`src/rtl/seg7_pkg.sv`:
```
// rtl/seg7_pkg.sv - shared 7-segment pattern constants and decoder state type
package seg7_pkg;

    // Active-low patterns, bit 6 = g ... bit 0 = a, indexed by digit value.
    localparam logic [6:0] SEG7_DIGIT [0:7] = '{
        7'h40, 7'h79, 7'h24, 7'h30, 7'h19, 7'h12, 7'h02, 7'h78
    };

    localparam logic [6:0] SEG7_BLANK = 7'h7F;

    typedef enum logic {
        S_TRACK,
        S_LOCKED
    } seg7_state_e;

endpackage

```
`src/rtl/seg7_pat_decode.sv`:
```
// rtl/seg7_pat_decode.sv - combinational 7-segment pattern to 3-bit value lookup
module seg7_pat_decode
    import seg7_pkg::*;
(
    input  logic [6:0] pat,
    output logic       legal,
    output logic       blank,
    output logic [2:0] bin
);

    // Match the pattern against every legal digit code.
    always_comb begin
        legal = 1'b0;
        bin   = 3'd0;
        for (int i = 0; i < 8; i++) begin
            if (pat == SEG7_DIGIT[i]) begin
                legal = 1'b1;
                bin   = 3'(i);
            end
        end
    end

    assign blank = (pat == SEG7_BLANK);

endmodule

```
`src/rtl/seg7_to_bit_3.sv`:
```
// rtl/seg7_to_bit_3.sv - debounced 7-segment decoder with one-slot valid/ready output (SEG7_DEC_ERRCNT_EN enables err_cnt)
module seg7_to_bit_3
    import seg7_pkg::*;
#(
    parameter int STABLE_CYCLES = 4,
    parameter int ERRCNT_W      = 8
) (
    input  logic                clk,
    input  logic                rst_n,
    input  logic [6:0]          seg7_in,
    output logic                out_valid,
    input  logic                out_ready,
    output logic [2:0]          binary_out,
    output logic                out_err,
    output logic                drop,
    output logic [ERRCNT_W-1:0] err_cnt
);

    localparam logic [7:0] STABLE = 8'(STABLE_CYCLES);

    logic [6:0]  in_q;
    logic [6:0]  cand;
    logic [6:0]  cand_nxt;
    logic [6:0]  lock_pat;
    logic [7:0]  cnt;
    logic [7:0]  cnt_nxt;
    logic        chg;
    logic        reached;
    logic        episode;
    logic        emit;
    seg7_state_e state;
    seg7_state_e state_nxt;
    logic        dec_legal;
    logic        dec_blank;
    logic [2:0]  dec_bin;

    assign chg      = (in_q != cand);
    assign cand_nxt = chg ? in_q : cand;
    assign cnt_nxt  = chg ? 8'd1 : ((cnt == STABLE) ? cnt : cnt + 8'd1);
    // "Becomes" rather than "equals": a saturated count must not fire again.
    assign reached  = (cnt_nxt == STABLE) && (chg || (cnt != STABLE));

    // Decoding the next candidate lets STABLE_CYCLES=1 lock on the change edge;
    // for longer windows it is identical to cand whenever reached is set.
    seg7_pat_decode u_dec (
        .pat   (cand_nxt),
        .legal (dec_legal),
        .blank (dec_blank),
        .bin   (dec_bin)
    );

    // Register the raw bus and track how long the current candidate has held.
    always_ff @(posedge clk or negedge rst_n) begin
        if (!rst_n) begin
            in_q     <= SEG7_BLANK;
            cand     <= SEG7_BLANK;
            cnt      <= 8'd0;
            state    <= S_LOCKED;
            lock_pat <= SEG7_BLANK;
        end else begin
            in_q  <= seg7_in;
            cand  <= cand_nxt;
            cnt   <= cnt_nxt;
            state <= state_nxt;
            if (episode) begin
                lock_pat <= cand_nxt;
            end
        end
    end

    // Lock onto each stable episode once; a change while locked resumes tracking.
    always_comb begin
        state_nxt = state;
        episode   = 1'b0;
        case (state)
            S_TRACK: begin
                if (reached) begin
                    state_nxt = S_LOCKED;
                    episode   = 1'b1;
                end
            end
            S_LOCKED: begin
                if (chg) begin
                    if (reached) begin
                        episode = 1'b1;
                    end else begin
                        state_nxt = S_TRACK;
                    end
                end
            end
        endcase
    end

    // A glitch that returns to the last locked pattern is not a new episode.
    assign emit = episode && (cand_nxt != lock_pat) && !dec_blank;

    // One-entry output slot; a result arriving while it is still held is lost.
    always_ff @(posedge clk or negedge rst_n) begin
        if (!rst_n) begin
            out_valid  <= 1'b0;
            binary_out <= 3'd0;
            out_err    <= 1'b0;
            drop       <= 1'b0;
        end else if (emit) begin
            if (!out_valid || out_ready) begin
                out_valid  <= 1'b1;
                binary_out <= dec_legal ? dec_bin : 3'd0;
                out_err    <= !dec_legal;
            end else begin
                drop <= 1'b1;
            end
        end else if (out_valid && out_ready) begin
            out_valid <= 1'b0;
        end
    end

`ifdef SEG7_DEC_ERRCNT_EN
    // Count every invalid emission, dropped or not, saturating at all-ones.
    always_ff @(posedge clk or negedge rst_n) begin
        if (!rst_n) begin
            err_cnt <= '0;
        end else if (emit && !dec_legal && !(&err_cnt)) begin
            err_cnt <= err_cnt + 1'b1;
        end
    end
`else
    assign err_cnt = '0;
`endif

endmodule
```
`config.mk`:
```
export PLATFORM = sky130hd
export DESIGN_NAME = seg7_to_bit_3
export DESIGN_NICKNAME = d
export VERILOG_FILES = /design/src/rtl/seg7_pkg.sv /design/src/rtl/seg7_pat_decode.sv /design/src/rtl/seg7_to_bit_3.sv
export SDC_FILE = /design/constraint.sdc
export NUM_CORES = 1
export LEC_CHECK = 0
export CAP_MARGIN = 20
export CORE_MARGIN = 4
export CORE_UTILIZATION = 40
export CTS_CLUSTER_DIAMETER = 120
export DETAILED_ROUTE_END_ITERATION = 7
export SYNTH_ARGS = -nofsm -noshare
export SYNTH_HDL_FRONTEND = slang
export SYNTH_SLANG_ARGS = --single-unit
```
`constraint.sdc`:
```
create_clock -name clk -period 2.15 [get_ports clk]
set_input_delay 0.43 -clock clk [delete_from_list [all_inputs] [get_ports clk]]
set_output_delay 0.43 -clock clk [all_outputs]
set_load 0.02 [all_outputs]
```
# == Word-level counts from Yosys, hierarchy flattened ==
# Cells that the tools add are included.
# totals
reg_bits,36
input_bits,10
output_inout_bits,14
elab_cells,67
# classes
n_addsub,1
eq_ne,15
n_mux,27
bitwise,2
reduce_logical,13
# ops
operator,n
"equality test 7 bit, second input constant",4
"equality test 8 x 3 -> 1 bit, second input constant",2
2-to-1 mux 8 bit,2
2-to-1 mux 1 bit,15
2-to-1 mux 3 bit,5
"equality test 7 x 5 -> 1 bit, second input constant",2
"equality test 7 x 6 -> 1 bit, second input constant",2
inequality test 7 bit,2
"adder 8 x 1 -> 8 bit, second input constant",1
"inequality test 8 x 3 -> 1 bit, second input constant",1
"equality test 7 x 2 -> 1 bit, second input constant",1
2-to-1 mux 7 bit,1
AND reduction 2 bit,3
logical AND 1 bit,4
2-to-1 mux 2 bit,2
one-hot mux 1 bit (2 select lines),2
logical NOT 1 bit,3
logical OR 1 bit,2
"inequality test 2 x 1 -> 1 bit, second input constant",1
NOT 1 bit,2
nonzero test 2 bit,1

# == Depth between registers and ports, before layout ==
# logic_depth
word_depth,12
ltp_mapped,7
ltp_nobuf,6

# == Modules after synthesis ==
# Synthesis repeated with hierarchy kept, for this count alone.
# unflattened
hier_cells,171
hier_area_um2,1869.3
# by_module_without_submodules
module,instances,cells_each,area_each_um2,seq_area_each_um2
seg7_to_bit_3,1,145,1677.9,928.4
seg7_pat_decode,1,26,191.4,0.0

# == Least setup slack after synthesis ==
# OpenSTA, ideal clock, no wires.
# synth_timing
path_type,register to register
start,register cnt[0]
end,register lock_pat[0]
setup_ns,0.082
t_arrival_ns,2.001
required_time_ns,2.068
path_slack_ns,0.067
path_stages_with_launch,8
n_path_buf,1
period_less_slack_ns,2.083
path_cell_list,dfrtp_1 -> inv_1 -> ha_1 -> or4_1 -> a211oi_2 -> and4b_1 -> buf_6 -> mux2_4
# synth_via
elab_chain_len,8
word_cells_on_any_way,11
classes_between,add/sub: 1; eq/ne: 3; mux: 5; reduce/logical: 2
# synth_lines
item,line_no,text
from (decl),seg7_to_bit_3.sv:25,logic [7:0] cnt;
from (signal assigned),seg7_to_bit_3.sv:63,cnt <= cnt_nxt;
adder 8 x 1 -> 8 bit or equality test 8 x 3 -> 1 bit (tied branches),seg7_to_bit_3.sv:39,assign cnt_nxt = chg ? 8'd1 : ((cnt == STABLE) ? cnt : cnt + 8'd1);
2-to-1 mux 8 bit (2 in series),seg7_to_bit_3.sv:39,
equality test 8 x 3 -> 1 bit,seg7_to_bit_3.sv:41,assign reached = (cnt_nxt == STABLE) && (chg || (cnt != STABLE));
logical AND 1 bit (*),seg7_to_bit_3.sv:41,
2-to-1 mux 1 bit (*),"seg7_to_bit_3.sv:77, seg7_to_bit_3.sv:84",
2-to-1 mux 1 bit,seg7_to_bit_3.sv:83,if (chg) begin
one-hot mux 1 bit (2 select lines) (*),seg7_to_bit_3.sv:75,case (state)
to (signal assigned),seg7_to_bit_3.sv:66,lock_pat <= cand_nxt;
to (decl),seg7_to_bit_3.sv:24,logic [6:0] lock_pat;
# Every way passes the cells marked *; elsewhere a longest branch is shown, timed or not.
# A chain may end at the register's enable or synchronous reset.

# == Worst setup path after layout ==
# layout_timing
start,register cnt[0]
end,register lock_pat[6]
# The elaborated chain is that of the path after synthesis.

==> flow_summary.toml <==
[timing]
period_share_pct = 106
fin_skew_ps = 5.28
setup_viol = 13
hold_violations = 0
maxSlewViolCount = 0
rsz0062_at_grt = "yes"
fmax_mhz = 441
fin_crit_ps = 2270
setup_slack_ps = -120

[logic_synthesis]
synth_top_area_share_pct = 29.8
synth_cell_types = 46
ys.flop_type = "dfstp_2"
syn_inst = 171
yosys_warnings = 0
ys_seq_area_share_pct = 47.9
synth_edf_count = 0
syn_area_sq_um = 1940
synth_async_sr_flop_share_pct = 100
synth-seq-cells = 36
yosys.area.top_type = "dfstp_2"
synthTopCellsByArea = "dfstp_2, dfrtp_1, xor2_1, mux2_4, buf_6"
avgSynthCellArea_sq_um = 11.3

[setup_path]
cp_slowest_cell = "dfrtp_1"
reg2reg_from = "cnt[0]"
r2r_cells = 7
worstReg2RegEnd = "lock_pat[6]"
cp_max_fo = 8
r2r_slack_ps = -120
required_ps = 2360
crit_type = "reg -> reg"
crit_chain = "inv_1 -> ha_1 -> or4_1 -> a211oi_2 -> and4b_1 -> buf_12 -> mux2_4"
arrival_ps = 2480
end_kind = "flip-flop"
path_buf_inv = 2
crit_path_max_incr_delay_ps = 420
crit_family = "simple AND/OR/NAND/NOR gates"
critPathLaunchType = "flip-flop"

[layout]
layout.nets = 215
drive_gt1_share_pct = 35.3
diodes = 0
fin_area_sq_um = 2330
area_delta_synth_final_pct = 20.4
fill_cells = 418

[floorplan]
dieArea_sq_um = 6030
die-width_um = 77.6
fp.dieH_um = 77.6
row_count = 25
initial_core_util_pct = 41.1
io_pins = 24
core_sq_um = 4720

[hold_path]
whs_endpoint = "cand[1]"
hold_class = "reg -> reg"
min_path_cells = 0
hold_start = "in_q[1]"

[detailed_routing]
drt-total-wl_um = 3680
vias_per_cell = 4.81
drt-wirelength-per-cell_um = 13.6
remaining_drc_errors = 0
drt_pass1_iterations = 4
drt_iter0_drc = 33
via_count = 1304
detail-route-antenna-nets = 0

[clock_tree]
root_buffer = "clkbuf_8"
clkTransAtPathRegs_ps = 70
cts.path.max_buffers = 2
numClockSinks = 36
postCtsHoldBufs = 0
tritoncts = "built"
worstSkewPairLatency_ps = 280
cts_htree_levels = 2
cts-buffers-inserted = 5

[place]
gp_congestion = 0.889
io_buffers = 15
placed_cell_area_sq_um = 2210
dpl.hpwl_um = 2720

[power_and_ir_drop]
powerDensity_nw_per_um2 = 562
p_leak_nw = 1.00
power_mw = 1.31
ir_drop_uv = 340

[global_route]
grt_max_degree = 37
grt-ovfl-total = 0
grt_pass1_wl_um = 6390
grt_pass1_vias = 1346
grt_use_total_pct = 13.2
antenna_found_initial = 0

[status]
violations = "negative setup slack"
outcome = "finished, violations left"

[job]
cap_violations = 0
-- flip-flops by register name, summed over array words and instances, names as in the netlist --
signal / count
binary_out: 3
cand: 7
cnt: 8
drop: 1
in_q: 7
lock_pat: 7
out_err: 1
out_valid: 1
state: 1
-- layout make-up --
type	count	area [sq um]	share of cell area (%)
sequential	36	928	39.8
tap	67	83.8	3.59
clock buffer	8	90.1	3.86
inverter	5	18.8	0.804
timing repair buffer	41	365	15.6
multi-input combinational	114	848	36.3
-- worst register-to-register path, stage by stage (launching register included) --
cell	delay (ps)
dfrtp_1	420
inv_1	80
ha_1	300
or4_1	410
a211oi_2	250
and4b_1	300
buf_12	150
mux2_4	300
-- cell usage in the layout, fill, tap and decap left out, drive strengths merged, types with 7 or more instances in the layout --
| cell | instances |
|---|---|
| buf | 26 |
| dfstp | 22 |
| xor2 | 15 |
| clkdlybuf4s50 | 15 |
| dfrtp | 14 |
| nor2 | 12 |
| mux2 | 10 |
| xnor2 | 8 |
| conb | 8 |
| clkbuf | 8 |
| nand2 | 7 |
-- cell families after synthesis --
| family | count (synthesis) | share of synthesized area, % |
|---|---|---|
| AND/OR/NAND/NOR | 52 | 15.9 |
| flip-flops | 36 | 47.9 |
| buffers and inverters | 28 | 9.74 |
| XOR/XNOR | 23 | 10.4 |
| AO/OA/AOI/OAI | 18 | 6.97 |
| multiplexers | 11 | 7.68 |
| adder cells (fa/ha/maj) | 2 | 1.29 |
| other | 1 | 0.193 |
-- synthesized netlist by cell type, types with 2 or more instances --
| cell type | instances |
|---|---|
| buf_4 | 8 |
| dfrtp_1 | 14 |
| nand4_1 | 5 |
| or4_1 | 2 |
| inv_1 | 5 |
| dfstp_2 | 22 |
| o21ai_0 | 2 |
| and3b_1 | 2 |
| nand2b_1 | 2 |
| xor2_1 | 15 |
| nor2b_1 | 3 |
| nor2_1 | 12 |
| nand2_1 | 7 |
| a211oi_1 | 3 |
| nand3_1 | 3 |
| ha_1 | 2 |
| buf_6 | 7 |
| or2b_2 | 2 |
| clkbuf_1 | 7 |
| a21oi_1 | 2 |
| mux2_4 | 7 |
| mux2_2 | 3 |
| nor3_1 | 3 |
| nor4_1 | 4 |
| xnor2_1 | 8 |
-- power breakdown --
part,switching (mW),internal (mW)
Clock,0.217,0.261
Sequential,0.0104,0.703
Combinational,0.0697,0.0509
-- repair_timing --
action / 4_1_cts / 5_1_grt
hold endpoints to repair: 0 / 0
setup buffers: 2 / 2
cloned: 0 / 0
endpoints found under the setup margin: 11 / 13
pin swaps: 2 / 1
gates resized for setup: 0 / 2
-- how the worst max path moves through the flow --
stage | cells after the start | from | slack (ps) | endpoint
2_1_floorplan | 7 | cnt[0] | 70 | lock_pat[0]
3_3_place_gp | 5 | out_ready | -80 | binary_out[0]
3_5_place_dp | 7 | cnt[0] | -60 | lock_pat[5]
4_1_cts | 7 | cnt[0] | -70 | lock_pat[1]
5_1_grt | 7 | cnt[0] | -150 | lock_pat[6]
6_report | 7 | cnt[0] | -120 | lock_pat[6]
-- metrics by stage --
stage	worst slack [ps]	cells	hold WS, ps	utilization [%]	TNS, ps
5_1_grt	-153	271	408	49.4	-1720
6_report	-120	271	398	49.4	-1200
3_5_place_dp	-63.4	259	388	46.7	-616
3_3_place_gp	-80.4	259	389	46.7	-332
4_1_cts	-72.5	269	399	49.0	-505
2_1_floorplan	67.0	178	134	-	0
-- metal layers --
metal	vias to the layer above	wire length [um]	GRT usage [%]
li1	624	-	-
met1	633	1730	17.5
met2	38	1710	20.6
met3	9	175	3.02
met4	0	63	5.69
met5	-	0	0
No activity file was read; power rests on OpenSTA's default activity.
